$ cat src/rtl/control_unit_decode_if.sv
// ---------------------------------------------------------------------------
// control_unit_decode_if
//   Bundles the opcode that comes in from fetch/decode with the full set of
//   datapath control signals that go out to the execute stage.
//
//   There is no handshake on this bus. Opcode is sampled on every rising
//   clock edge, and every control output is valid from one edge to the next.
//   There is no valid, ready or stall qualifier.
//
//   Modports
//     master : drives Opcode and observes the control word (fetch side / bench)
//     slave  : receives Opcode and drives the control word (the decoder)
// ---------------------------------------------------------------------------
interface control_unit_decode_if;
   logic [4:0] Opcode;
   logic [3:0] ALUOp;
   logic       RegDst;
   logic       ALUSrc;
   logic       MemRead;
   logic       MemWrite;
   logic       MemtoReg;
   logic       RegWrite;
   logic       Branch;
   logic       BranchOp;
   logic       RegSrc1;
   logic       RegSrc2;
   logic       ALUDest;
   logic       PF_op;
   logic       ImmSrc;
   logic       Integer_op;

   modport master (
      output Opcode,
      input  ALUOp, RegDst, ALUSrc, MemRead, MemWrite, MemtoReg, RegWrite,
             Branch, BranchOp, RegSrc1, RegSrc2, ALUDest, PF_op, ImmSrc,
             Integer_op
   );

   modport slave (
      input  Opcode,
      output ALUOp, RegDst, ALUSrc, MemRead, MemWrite, MemtoReg, RegWrite,
             Branch, BranchOp, RegSrc1, RegSrc2, ALUDest, PF_op, ImmSrc,
             Integer_op
   );
endinterface

$ cat src/rtl/control_unit_decode.sv
// ---------------------------------------------------------------------------
// control_unit_decode
//   Main decoder of the decode stage. A combinational table maps the 5-bit
//   opcode to the complete control word for the integer, packed-float,
//   memory and branch units. The control word is then registered, so every
//   control output comes straight from a flop.
//
//   Ports
//     clk  : rising-edge clock
//     rst  : asynchronous active-high reset; forces the DEFAULT control word
//     bus  : control_unit_decode_if.slave
//              Opcode in; ALUOp[3:0] and the single-bit controls out
//
//   Timing: one cycle from Opcode to the control outputs. There is no enable.
// ---------------------------------------------------------------------------
module control_unit_decode (
   input  logic                        clk,
   input  logic                        rst,
   control_unit_decode_if.slave        bus
);

   typedef struct packed {
      logic [3:0] alu_op;
      logic       reg_dst;
      logic       alu_src;
      logic       mem_read;
      logic       mem_write;
      logic       mem_to_reg;
      logic       reg_write;
      logic       branch;
      logic       branch_op;
      logic       reg_src1;
      logic       reg_src2;
      logic       alu_dest;
      logic       pf_op;
      logic       imm_src;
      logic       integer_op;
   } ctrl_t;

   // The DEFAULT word: both read ports are used, the result goes through the
   // ALU destination path, and the ALU is set to address-add. This word is
   // also the decode of every opcode the table does not list.
   localparam ctrl_t CTRL_DEFAULT = '{
      alu_op:     4'b0100,
      reg_dst:    1'b1,
      alu_src:    1'b0,
      mem_read:   1'b0,
      mem_write:  1'b0,
      mem_to_reg: 1'b0,
      reg_write:  1'b0,
      branch:     1'b0,
      branch_op:  1'b0,
      reg_src1:   1'b1,
      reg_src2:   1'b1,
      alu_dest:   1'b1,
      pf_op:      1'b0,
      imm_src:    1'b0,
      integer_op: 1'b0
   };

   ctrl_t ctrl_d;
   ctrl_t ctrl_q;

   // Each row starts from the DEFAULT word and overrides only the fields that
   // differ from it.
   always_comb begin
      ctrl_d = CTRL_DEFAULT;
      unique case (bus.Opcode)
         5'b00000: begin                      // ADD
            ctrl_d.alu_op     = 4'b0000;
            ctrl_d.integer_op = 1'b1;
         end
         5'b00001: begin                      // SUB
            ctrl_d.alu_op     = 4'b0001;
            ctrl_d.integer_op = 1'b1;
         end
         5'b00010: begin                      // MUL
            ctrl_d.alu_op     = 4'b0010;
            ctrl_d.integer_op = 1'b1;
         end
         5'b00011: begin                      // ADDI: operand B is the immediate
            ctrl_d.alu_op     = 4'b0000;
            ctrl_d.alu_src    = 1'b1;
            ctrl_d.imm_src    = 1'b1;
            ctrl_d.reg_src2   = 1'b0;
            ctrl_d.integer_op = 1'b1;
         end
         5'b00100: begin                      // LDR
            ctrl_d.alu_op     = 4'b0100;
            ctrl_d.mem_read   = 1'b1;
            ctrl_d.mem_to_reg = 1'b1;
            ctrl_d.reg_write  = 1'b1;
            ctrl_d.integer_op = 1'b1;
         end
         5'b00101: begin                      // STR: nothing is written back
            ctrl_d.alu_op     = 4'b0100;
            ctrl_d.mem_write  = 1'b1;
            ctrl_d.reg_dst    = 1'b0;
            ctrl_d.alu_dest   = 1'b0;
            ctrl_d.integer_op = 1'b1;
         end
         5'b01000: begin                      // FADD
            ctrl_d.alu_op     = 4'b0000;
            ctrl_d.pf_op      = 1'b1;
         end
         5'b01001: begin                      // FSUB
            ctrl_d.alu_op     = 4'b0001;
            ctrl_d.pf_op      = 1'b1;
         end
         5'b01010: begin                      // FMUL
            ctrl_d.alu_op     = 4'b0010;
            ctrl_d.pf_op      = 1'b1;
         end
         5'b11000, 5'b11001: begin            // BEQ / BNE: compare by subtract
            ctrl_d.alu_op     = 4'b0001;
            ctrl_d.imm_src    = 1'b1;
            ctrl_d.reg_dst    = 1'b0;
            ctrl_d.alu_dest   = 1'b0;
            ctrl_d.branch     = 1'b1;
            ctrl_d.branch_op  = bus.Opcode[0]; // 1 selects not-equal
         end
         default: ctrl_d = CTRL_DEFAULT;
      endcase
   end

   always_ff @(posedge clk or posedge rst) begin
      if (rst) ctrl_q <= CTRL_DEFAULT;
      else     ctrl_q <= ctrl_d;
   end

   assign bus.ALUOp      = ctrl_q.alu_op;
   assign bus.RegDst     = ctrl_q.reg_dst;
   assign bus.ALUSrc     = ctrl_q.alu_src;
   assign bus.MemRead    = ctrl_q.mem_read;
   assign bus.MemWrite   = ctrl_q.mem_write;
   assign bus.MemtoReg   = ctrl_q.mem_to_reg;
   assign bus.RegWrite   = ctrl_q.reg_write;
   assign bus.Branch     = ctrl_q.branch;
   assign bus.BranchOp   = ctrl_q.branch_op;
   assign bus.RegSrc1    = ctrl_q.reg_src1;
   assign bus.RegSrc2    = ctrl_q.reg_src2;
   assign bus.ALUDest    = ctrl_q.alu_dest;
   assign bus.PF_op      = ctrl_q.pf_op;
   assign bus.ImmSrc     = ctrl_q.imm_src;
   assign bus.Integer_op = ctrl_q.integer_op;

endmodule

$ cat src/flat_wrapper.sv
// flat-port wrapper written by rule: the top's interface ports become plain ports
module control_unit_decode_flat 
  (clk, rst, bus_Opcode, bus_ALUOp, bus_RegDst, bus_ALUSrc, bus_MemRead, bus_MemWrite, bus_MemtoReg, bus_RegWrite, bus_Branch, bus_BranchOp, bus_RegSrc1, bus_RegSrc2, bus_ALUDest, bus_PF_op, bus_ImmSrc, bus_Integer_op);
  control_unit_decode_if bus_i ();
  input  logic clk;
  input  logic rst;
  input wire logic [$bits(bus_i.Opcode)-1:0] bus_Opcode;
  output wire logic [$bits(bus_i.ALUOp)-1:0] bus_ALUOp;
  output wire logic [$bits(bus_i.RegDst)-1:0] bus_RegDst;
  output wire logic [$bits(bus_i.ALUSrc)-1:0] bus_ALUSrc;
  output wire logic [$bits(bus_i.MemRead)-1:0] bus_MemRead;
  output wire logic [$bits(bus_i.MemWrite)-1:0] bus_MemWrite;
  output wire logic [$bits(bus_i.MemtoReg)-1:0] bus_MemtoReg;
  output wire logic [$bits(bus_i.RegWrite)-1:0] bus_RegWrite;
  output wire logic [$bits(bus_i.Branch)-1:0] bus_Branch;
  output wire logic [$bits(bus_i.BranchOp)-1:0] bus_BranchOp;
  output wire logic [$bits(bus_i.RegSrc1)-1:0] bus_RegSrc1;
  output wire logic [$bits(bus_i.RegSrc2)-1:0] bus_RegSrc2;
  output wire logic [$bits(bus_i.ALUDest)-1:0] bus_ALUDest;
  output wire logic [$bits(bus_i.PF_op)-1:0] bus_PF_op;
  output wire logic [$bits(bus_i.ImmSrc)-1:0] bus_ImmSrc;
  output wire logic [$bits(bus_i.Integer_op)-1:0] bus_Integer_op;
  assign bus_i.Opcode = bus_Opcode;
  assign bus_ALUOp = bus_i.ALUOp;
  assign bus_RegDst = bus_i.RegDst;
  assign bus_ALUSrc = bus_i.ALUSrc;
  assign bus_MemRead = bus_i.MemRead;
  assign bus_MemWrite = bus_i.MemWrite;
  assign bus_MemtoReg = bus_i.MemtoReg;
  assign bus_RegWrite = bus_i.RegWrite;
  assign bus_Branch = bus_i.Branch;
  assign bus_BranchOp = bus_i.BranchOp;
  assign bus_RegSrc1 = bus_i.RegSrc1;
  assign bus_RegSrc2 = bus_i.RegSrc2;
  assign bus_ALUDest = bus_i.ALUDest;
  assign bus_PF_op = bus_i.PF_op;
  assign bus_ImmSrc = bus_i.ImmSrc;
  assign bus_Integer_op = bus_i.Integer_op;
  control_unit_decode u_core (.clk(clk), .rst(rst), .bus(bus_i));
endmodule
$ cat config.mk
export PLATFORM = sky130hd
export DESIGN_NAME = control_unit_decode_flat
export DESIGN_NICKNAME = d
export VERILOG_FILES = /design/src/rtl/control_unit_decode_if.sv /design/src/rtl/control_unit_decode.sv /design/src/flat_wrapper.sv
export SDC_FILE = /design/constraint.sdc
export NUM_CORES = 1
export LEC_CHECK = 0
export ABC_CLOCK_PERIOD_IN_PS = 800
export BUFFER_PORTS_ARGS = -buffer_cell sky130_fd_sc_hd__buf_4
export CAP_MARGIN = 10
export CORE_MARGIN = 5
export CORE_UTILIZATION = 39
export CTS_CLUSTER_SIZE = 24
export DETAILED_ROUTE_END_ITERATION = 7
export PLACE_DENSITY = 0.71
export SYNTH_ARGS = -nofsm -noshare
export SYNTH_HDL_FRONTEND = slang
export SYNTH_SLANG_ARGS = --single-unit
$ cat constraint.sdc
create_clock -name clk -period 0.8 [get_ports clk]
set_clock_uncertainty 0.2 [all_clocks]
set_input_delay 0.08 -clock clk [delete_from_list [all_inputs] [get_ports clk]]
set_output_delay 0.08 -clock clk [all_outputs]
set_load 0.1 [all_outputs]
==> impl_metrics.env, run 1 <==
export IMPL_firstDrtPassIters=5
export IMPL_wire_per_inst_um=15.3
export IMPL_path_clk_slew_ns=0.08
export IMPL_rsz0062_at_grt="yes"
export IMPL_grt_pass1_wl_um=2150
export IMPL_status="complete, but fails checks"
export IMPL_hold_viol=23
export IMPL_ys_ff_latch=13
export IMPL_ios=25
export IMPL_fin_crit_sh_pct=172
export IMPL_path_cells="buf_12"
export IMPL_gr_total_overflow=0
export IMPL_routed_via_density=4.90
export IMPL_die_y_um=47.3
export IMPL_io_buffer_count=22
export IMPL_synth_warnings=0
export IMPL_synth_compound_area_share_pct=7.37
export IMPL_syn_area_per_cell_sq_um=12.3
export IMPL_setup_ws_ns=-0.576
export IMPL_synth_area_leaders="dfrtp_1 (46%), dfstp_2 (15%), buf_4 (6.9%)"
export IMPL_final_common_cell="buf_12"
export IMPL_ant_nets=0
export IMPL_die_area_sq_um=2240
export IMPL_synthXorXnorAreaFrac_pct=0
export IMPL_powerDensity_nw_per_um2=1530
export IMPL_cp_num_buf_inv=1
export IMPL_drive_above_1_share_pct=68.1
export IMPL_netlist_instances=44
export IMPL_grt_start_max_net_pins=14
export IMPL_yosysSeqAreaShare_pct=60.6
export IMPL_synth_top_area_share_pct=46.1
export IMPL_core_area_sq_um=1300
export IMPL_diodes=0
export IMPL_synth_top_family_by_area="simple AND/OR/NAND/NOR gates"
export IMPL_max_freq_mhz=727
export IMPL_cp_end_kind="primary output"
export IMPL_drc_errors=0
export IMPL_rows=13
export IMPL_detailedPlace_worstSlack_ns=-0.355
export IMPL_grt_usage_pct=14.6
export IMPL_hpwlAfterDp_um=841
export IMPL_yosys_area_share_adder_pct=0
export IMPL_fillers=83
export IMPL_slew_viol_final=0
export IMPL_p_leak_nw=0.439
export IMPL_violations="hold timing, setup timing"
export IMPL_grt_pass1_vias=438
export IMPL_peakVddDrop_mv=0.978
export IMPL_ctsRootBufferMaster="clkbuf_4"
export IMPL_globalplace_congestion=0.754
export IMPL_syn2layout_area_growth_pct=89.4
export IMPL_worst_path_largest_cell_delay_ns=0.65
export IMPL_synth_top_area_cell="dfrtp_1"
export IMPL_cts_tree="yes"
export IMPL_arrival_ns=1.10
export IMPL_synthMuxAreaShare_pct=1.84
export IMPL_path_max_fanout=2
export IMPL_start_util_pct=41.7
export IMPL_antenna_found_initial=0
export IMPL_slowest_stage="dfstp_4"
export IMPL_fin_crit_ns=1.38
export IMPL_hold_path_class="in -> async"
export IMPL_criticalPathCategory="reg -> out"
export IMPL_p_total_mw=1.57
export IMPL_netlist_area_sq_um=543
export IMPL_most_common_layout_cells="buf_12 (16), buf_4 (13), dfrtp_4 (10)"
export IMPL_cp_start_kind="register"
export IMPL_synthSimpleGateAreaFrac_pct=17.7
export IMPL_ys_types=22
export IMPL_vias=412
export IMPL_drv_cap=0
export IMPL_final_nets=77
export IMPL_timing_hold_ws_ns=-0.399
export IMPL_cts_buffer_depth=2
export IMPL_finalSetupViolCount=16
export IMPL_cts_htree_levels=1
export IMPL_numCtsBuffers=3
export IMPL_drt_iter0_markers=8
export IMPL_syn_nets=51
export IMPL_drt_wl_total_um=1280
export IMPL_crit_family="flip-flops"
export IMPL_crit_required_ns=0.52
export IMPL_clock_sinks=13
export IMPL_die_x_um=47.3
[logic make-up (layout without fill, tap and decap cells)]
group                  count (synthesis)  in the layout
DFF                                   13             13
and+or+nand+nor                       12             12
buffers and inverters                 10             35
AOI/OAI and AO/OA                      6              6
other                                  2              2
muxes                                  1              1
[where the power goes]
part / total, mW / switching (mW) / internal [mW]
clock: 0.386 / 0.193 / 0.193
sequential: 0.715 / 0.0206 / 0.695
combinational: 0.469 / 0.307 / 0.161
[what timing repair did]
item / in CTS / in global routing
endpoints found under the setup margin: 16 / 16
endpoints found under the hold margin: 25 / 23
resized for setup: 48 / 0
buffers inserted: 0 / 0
[layer usage]
layer	vias to the layer above	share of wire (%)	GRT usage (%)
li1	190	-	-
met1	196	34	15.8
met2	24	57	26.5
met3	2	7.3	3.45
met4	0	0.94	6.63
met5	-	0	0
[registers in the layout (all words and copies together) (netlist names)]
signal and cells:
u_core.bus.PF_op 1, u_core.bus.Integer_op 1, u_core.bus.ALUOp 3, u_core.bus.MemRead 1
u_core.bus.ImmSrc 1, u_core.bus.RegSrc2 1, u_core.bus.Branch 1, u_core.bus.RegDst 1
u_core.bus.ALUSrc 1, u_core.bus.BranchOp 1, u_core.bus.MemWrite 1
[through the flow]
stage | TNS [ns] | util (%) | hold WS [ns] | cell area [sq um] | cells
after detailed placement | -4.80 | 61.6 | -0.100 | 802 | 80
after global placement | -4.58 | 61.6 | -0.120 | 802 | 80
after floorplan | -2.99 | - | -0.245 | 669 | 44
after CTS | -7.37 | 79.0 | -0.392 | 1030 | 84
final | -7.19 | 79.0 | -0.399 | 1030 | 84
after global routing | -7.71 | 79.0 | -0.393 | 1030 | 84
[final timing paths]
kind / to / from / cells after the start / slack, ns
min in group clk: u_core.bus.PF_op$_DFF_PP0_ / bus_Opcode[2] / 2 / -0.18
min: u_core.bus.MemWrite$_DFF_PP0_ / rst / 3 / -0.40
max: bus_ALUDest / u_core.bus.RegDst$_DFF_PP1_ / 1 / -0.58
max in group asynchronous: u_core.bus.RegSrc2$_DFF_PP1_ / rst / 3 / 0.56
[layout make-up]
| class | count | area [sq um] | area share (%) |
|---|---|---|---|
| Multi-Input combinational cell | 21 | 180 | 17.5 |
| Timing Repair Buffer | 29 | 418 | 40.6 |
| Tap cell | 15 | 18.8 | 1.82 |
| Sequential cell | 13 | 378 | 36.7 |
| Inverter | 2 | 7.51 | 0.730 |
| Clock buffer | 4 | 26.3 | 2.55 |
[Yosys cell counts (all sizes together)]
cell type / instances
a2111oi: 1
a211oi: 1
a21oi: 3
and2: 2
and2b: 1
and4bb: 1
buf: 8
conb: 2
dfrtp: 10
dfstp: 3
inv: 2
mux2i: 1
nand3b: 1
nand4bb: 1
nor2: 1
nor2b: 1
nor3: 1
nor4b: 2
o21bai: 1
or2: 1
No activity file was read; power rests on OpenSTA's default activity.
==> run 2: changes to the inputs <==
Settings changed: SETUP_SLACK_MARGIN set to 0.5.
==> run 2 against run 1 <==
Compared with the run above: the run still ends with hold timing, setup timing left; sequential cell count stayed put; clock power rose by 5%; non-clock buffer count up 6; critical path depth did not move; global-route usage is essentially flat; highest routed layer unchanged; largest cell class unchanged; design area rose by 20%; via count up 17%; worst setup slack better by 0.0027 ns.
==> impl_metrics.env, run 2 (synthesis gave the netlist of run 1 again) <==
export IMPL_drv_cap=0
export IMPL_clock_sinks=13
export IMPL_hold_viol=22
export IMPL_grt_start_max_net_pins=14
export IMPL_power_frac_seq_pct=41.8
export IMPL_cts_htree_levels=1
export IMPL_arrival_ns=1.09
export IMPL_diodes=0
export IMPL_criticalPathCategory="reg -> out"
export IMPL_drt_wl_total_um=1940
export IMPL_placed_cell_area_sq_um=832
export IMPL_start_util_pct=41.7
export IMPL_dp_cells=82
export IMPL_path_cells="buf_12"
export IMPL_path_clk_slew_ns=0.08
export IMPL_numCtsBuffers=3
export IMPL_fin_crit_sh_pct=172
export IMPL_drc_errors=0
export IMPL_most_common_layout_cells="buf_12 (21), dfrtp_4 (10), buf_4 (7)"
export IMPL_vias=481
export IMPL_wire_per_inst_um=21.6
export IMPL_final_common_cell="buf_12"
export IMPL_die_x_um=47.3
export IMPL_crit_family="flip-flops"
export IMPL_max_freq_mhz=728
export IMPL_path_max_fanout=2
export IMPL_drt_iter0_markers=10
export IMPL_slowest_stage="dfstp_4"
export IMPL_core_area_sq_um=1300
export IMPL_grt_usage_pct=14.5
export IMPL_cts_buffer_depth=2
export IMPL_firstDrtPassIters=4
export IMPL_peakVddDrop_mv=1.62
export IMPL_ant_nets=0
export IMPL_cp_num_buf_inv=1
export IMPL_finalSetupViolCount=16
export IMPL_rsz0062_at_grt="yes"
export IMPL_worst_path_largest_cell_delay_ns=0.65
export IMPL_final_nets=83
export IMPL_drive_above_1_share_pct=85.3
export IMPL_ctsRootBufferMaster="clkbuf_4"
export IMPL_switchingPower_mw=0.585
export IMPL_gr_total_overflow=0
export IMPL_fin_crit_ns=1.37
export IMPL_slew_viol_final=0
export IMPL_clock_power_share_pct=23.7
export IMPL_grt_pass1_wl_um=2170
export IMPL_powerDensity_nw_per_um2=1390
export IMPL_cts_tree="yes"
export IMPL_final_util_pct=94.5
export IMPL_p_total_mw=1.71
export IMPL_p_leak_nw=0.511
export IMPL_antenna_found_initial=0
export IMPL_hpwlAfterDp_um=899
export IMPL_globalplace_congestion=0.731
export IMPL_ios=25
export IMPL_largest_reg_flops=3
export IMPL_fin_cells=90
export IMPL_fillers=32
export IMPL_setup_ws_ns=-0.573
export IMPL_internal_power_mw=1.13
export IMPL_cp_start_kind="register"
export IMPL_detailedPlace_worstSlack_ns=-0.353
export IMPL_crit_required_ns=0.52
export IMPL_die_area_sq_um=2240
export IMPL_combPwrFrac_pct=34.5
export IMPL_violations="hold timing, setup timing"
export IMPL_syn2layout_area_growth_pct=126
export IMPL_p_sw_share_pct=34.1
export IMPL_grt_pass1_vias=445
export IMPL_timing_hold_ws_ns=-0.442
export IMPL_fin_area_sq_um=1230
export IMPL_cp_end_kind="primary output"
export IMPL_io_buffer_count=22
export IMPL_hold_path_class="in -> async"
export IMPL_status="complete, but fails checks"
export IMPL_rows=13
export IMPL_routed_via_density=5.34
export IMPL_die_y_um=47.3
export IMPL_setup_tns_ns=-7.30
[run 2: cell types whose count changed in the layout (fill, tap and decap cells not counted), moves of 3 or more]
cell and change:
buf_4 -6, a21oi_1 -3, buf_6 +6, buf_12 +5
a21oi_2 +3
[run 2: timing repair]
| action | in CTS | in global routing |
|---|---|---|
| endpoints found under the setup margin | 29 | 29 |
| pin swaps | 10 | 6 |
| hold endpoints to repair | 25 | 24 |
| gates resized for setup | 67 | 13 |
| setup buffers | 2 | 2 |
[run 2: layer usage]
metal	routed length [um]	vias to the layer above	share of wire (%)	global-route usage, %
met2	971	31	50	25.4
met3	122	8	6.3	2.30
met5	0	-	0	0
met4	84	0	4.3	8.29
li1	-	203	-	-
met1	761	239	39	16.6
[run 2: area by class of cell]
class	count	area [sq um]	area share [%]
tap	15	18.8	1.53
clock buffer	4	26.3	2.14
inverter	2	11.3	0.916
timing repair buffer	35	556	45.2
multi-input combinational	21	240	19.5
sequential	13	378	30.7
[run 2: how the worst max path moves through the flow]
stage	startpoint	cells past startpoint	slack, ns	endpoint
global route	u_core.bus.RegDst$_DFF_PP1_	1	-0.60	bus_ALUDest
CTS	u_core.bus.RegDst$_DFF_PP1_	1	-0.57	bus_RegDst
global placement	u_core.bus.RegDst$_DFF_PP1_	1	-0.35	bus_RegDst
finish	u_core.bus.RegDst$_DFF_PP1_	1	-0.57	bus_ALUDest
floorplan	u_core.bus.RegDst$_DFF_PP1_	1	-0.47	bus_RegDst
detailed placement	u_core.bus.RegDst$_DFF_PP1_	1	-0.35	bus_RegDst
[run 2: power by group through the flow]
stage | combinational [mW] | clock [mW] | sequential [mW]
after floorplan | 0.181 | 0 | 0.874
after detailed placement | 0.418 | 0 | 0.715
after CTS | 0.533 | 0.379 | 0.714
after global routing | 0.606 | 0.451 | 0.719
after global placement | 0.412 | 0 | 0.714
final | 0.591 | 0.405 | 0.717
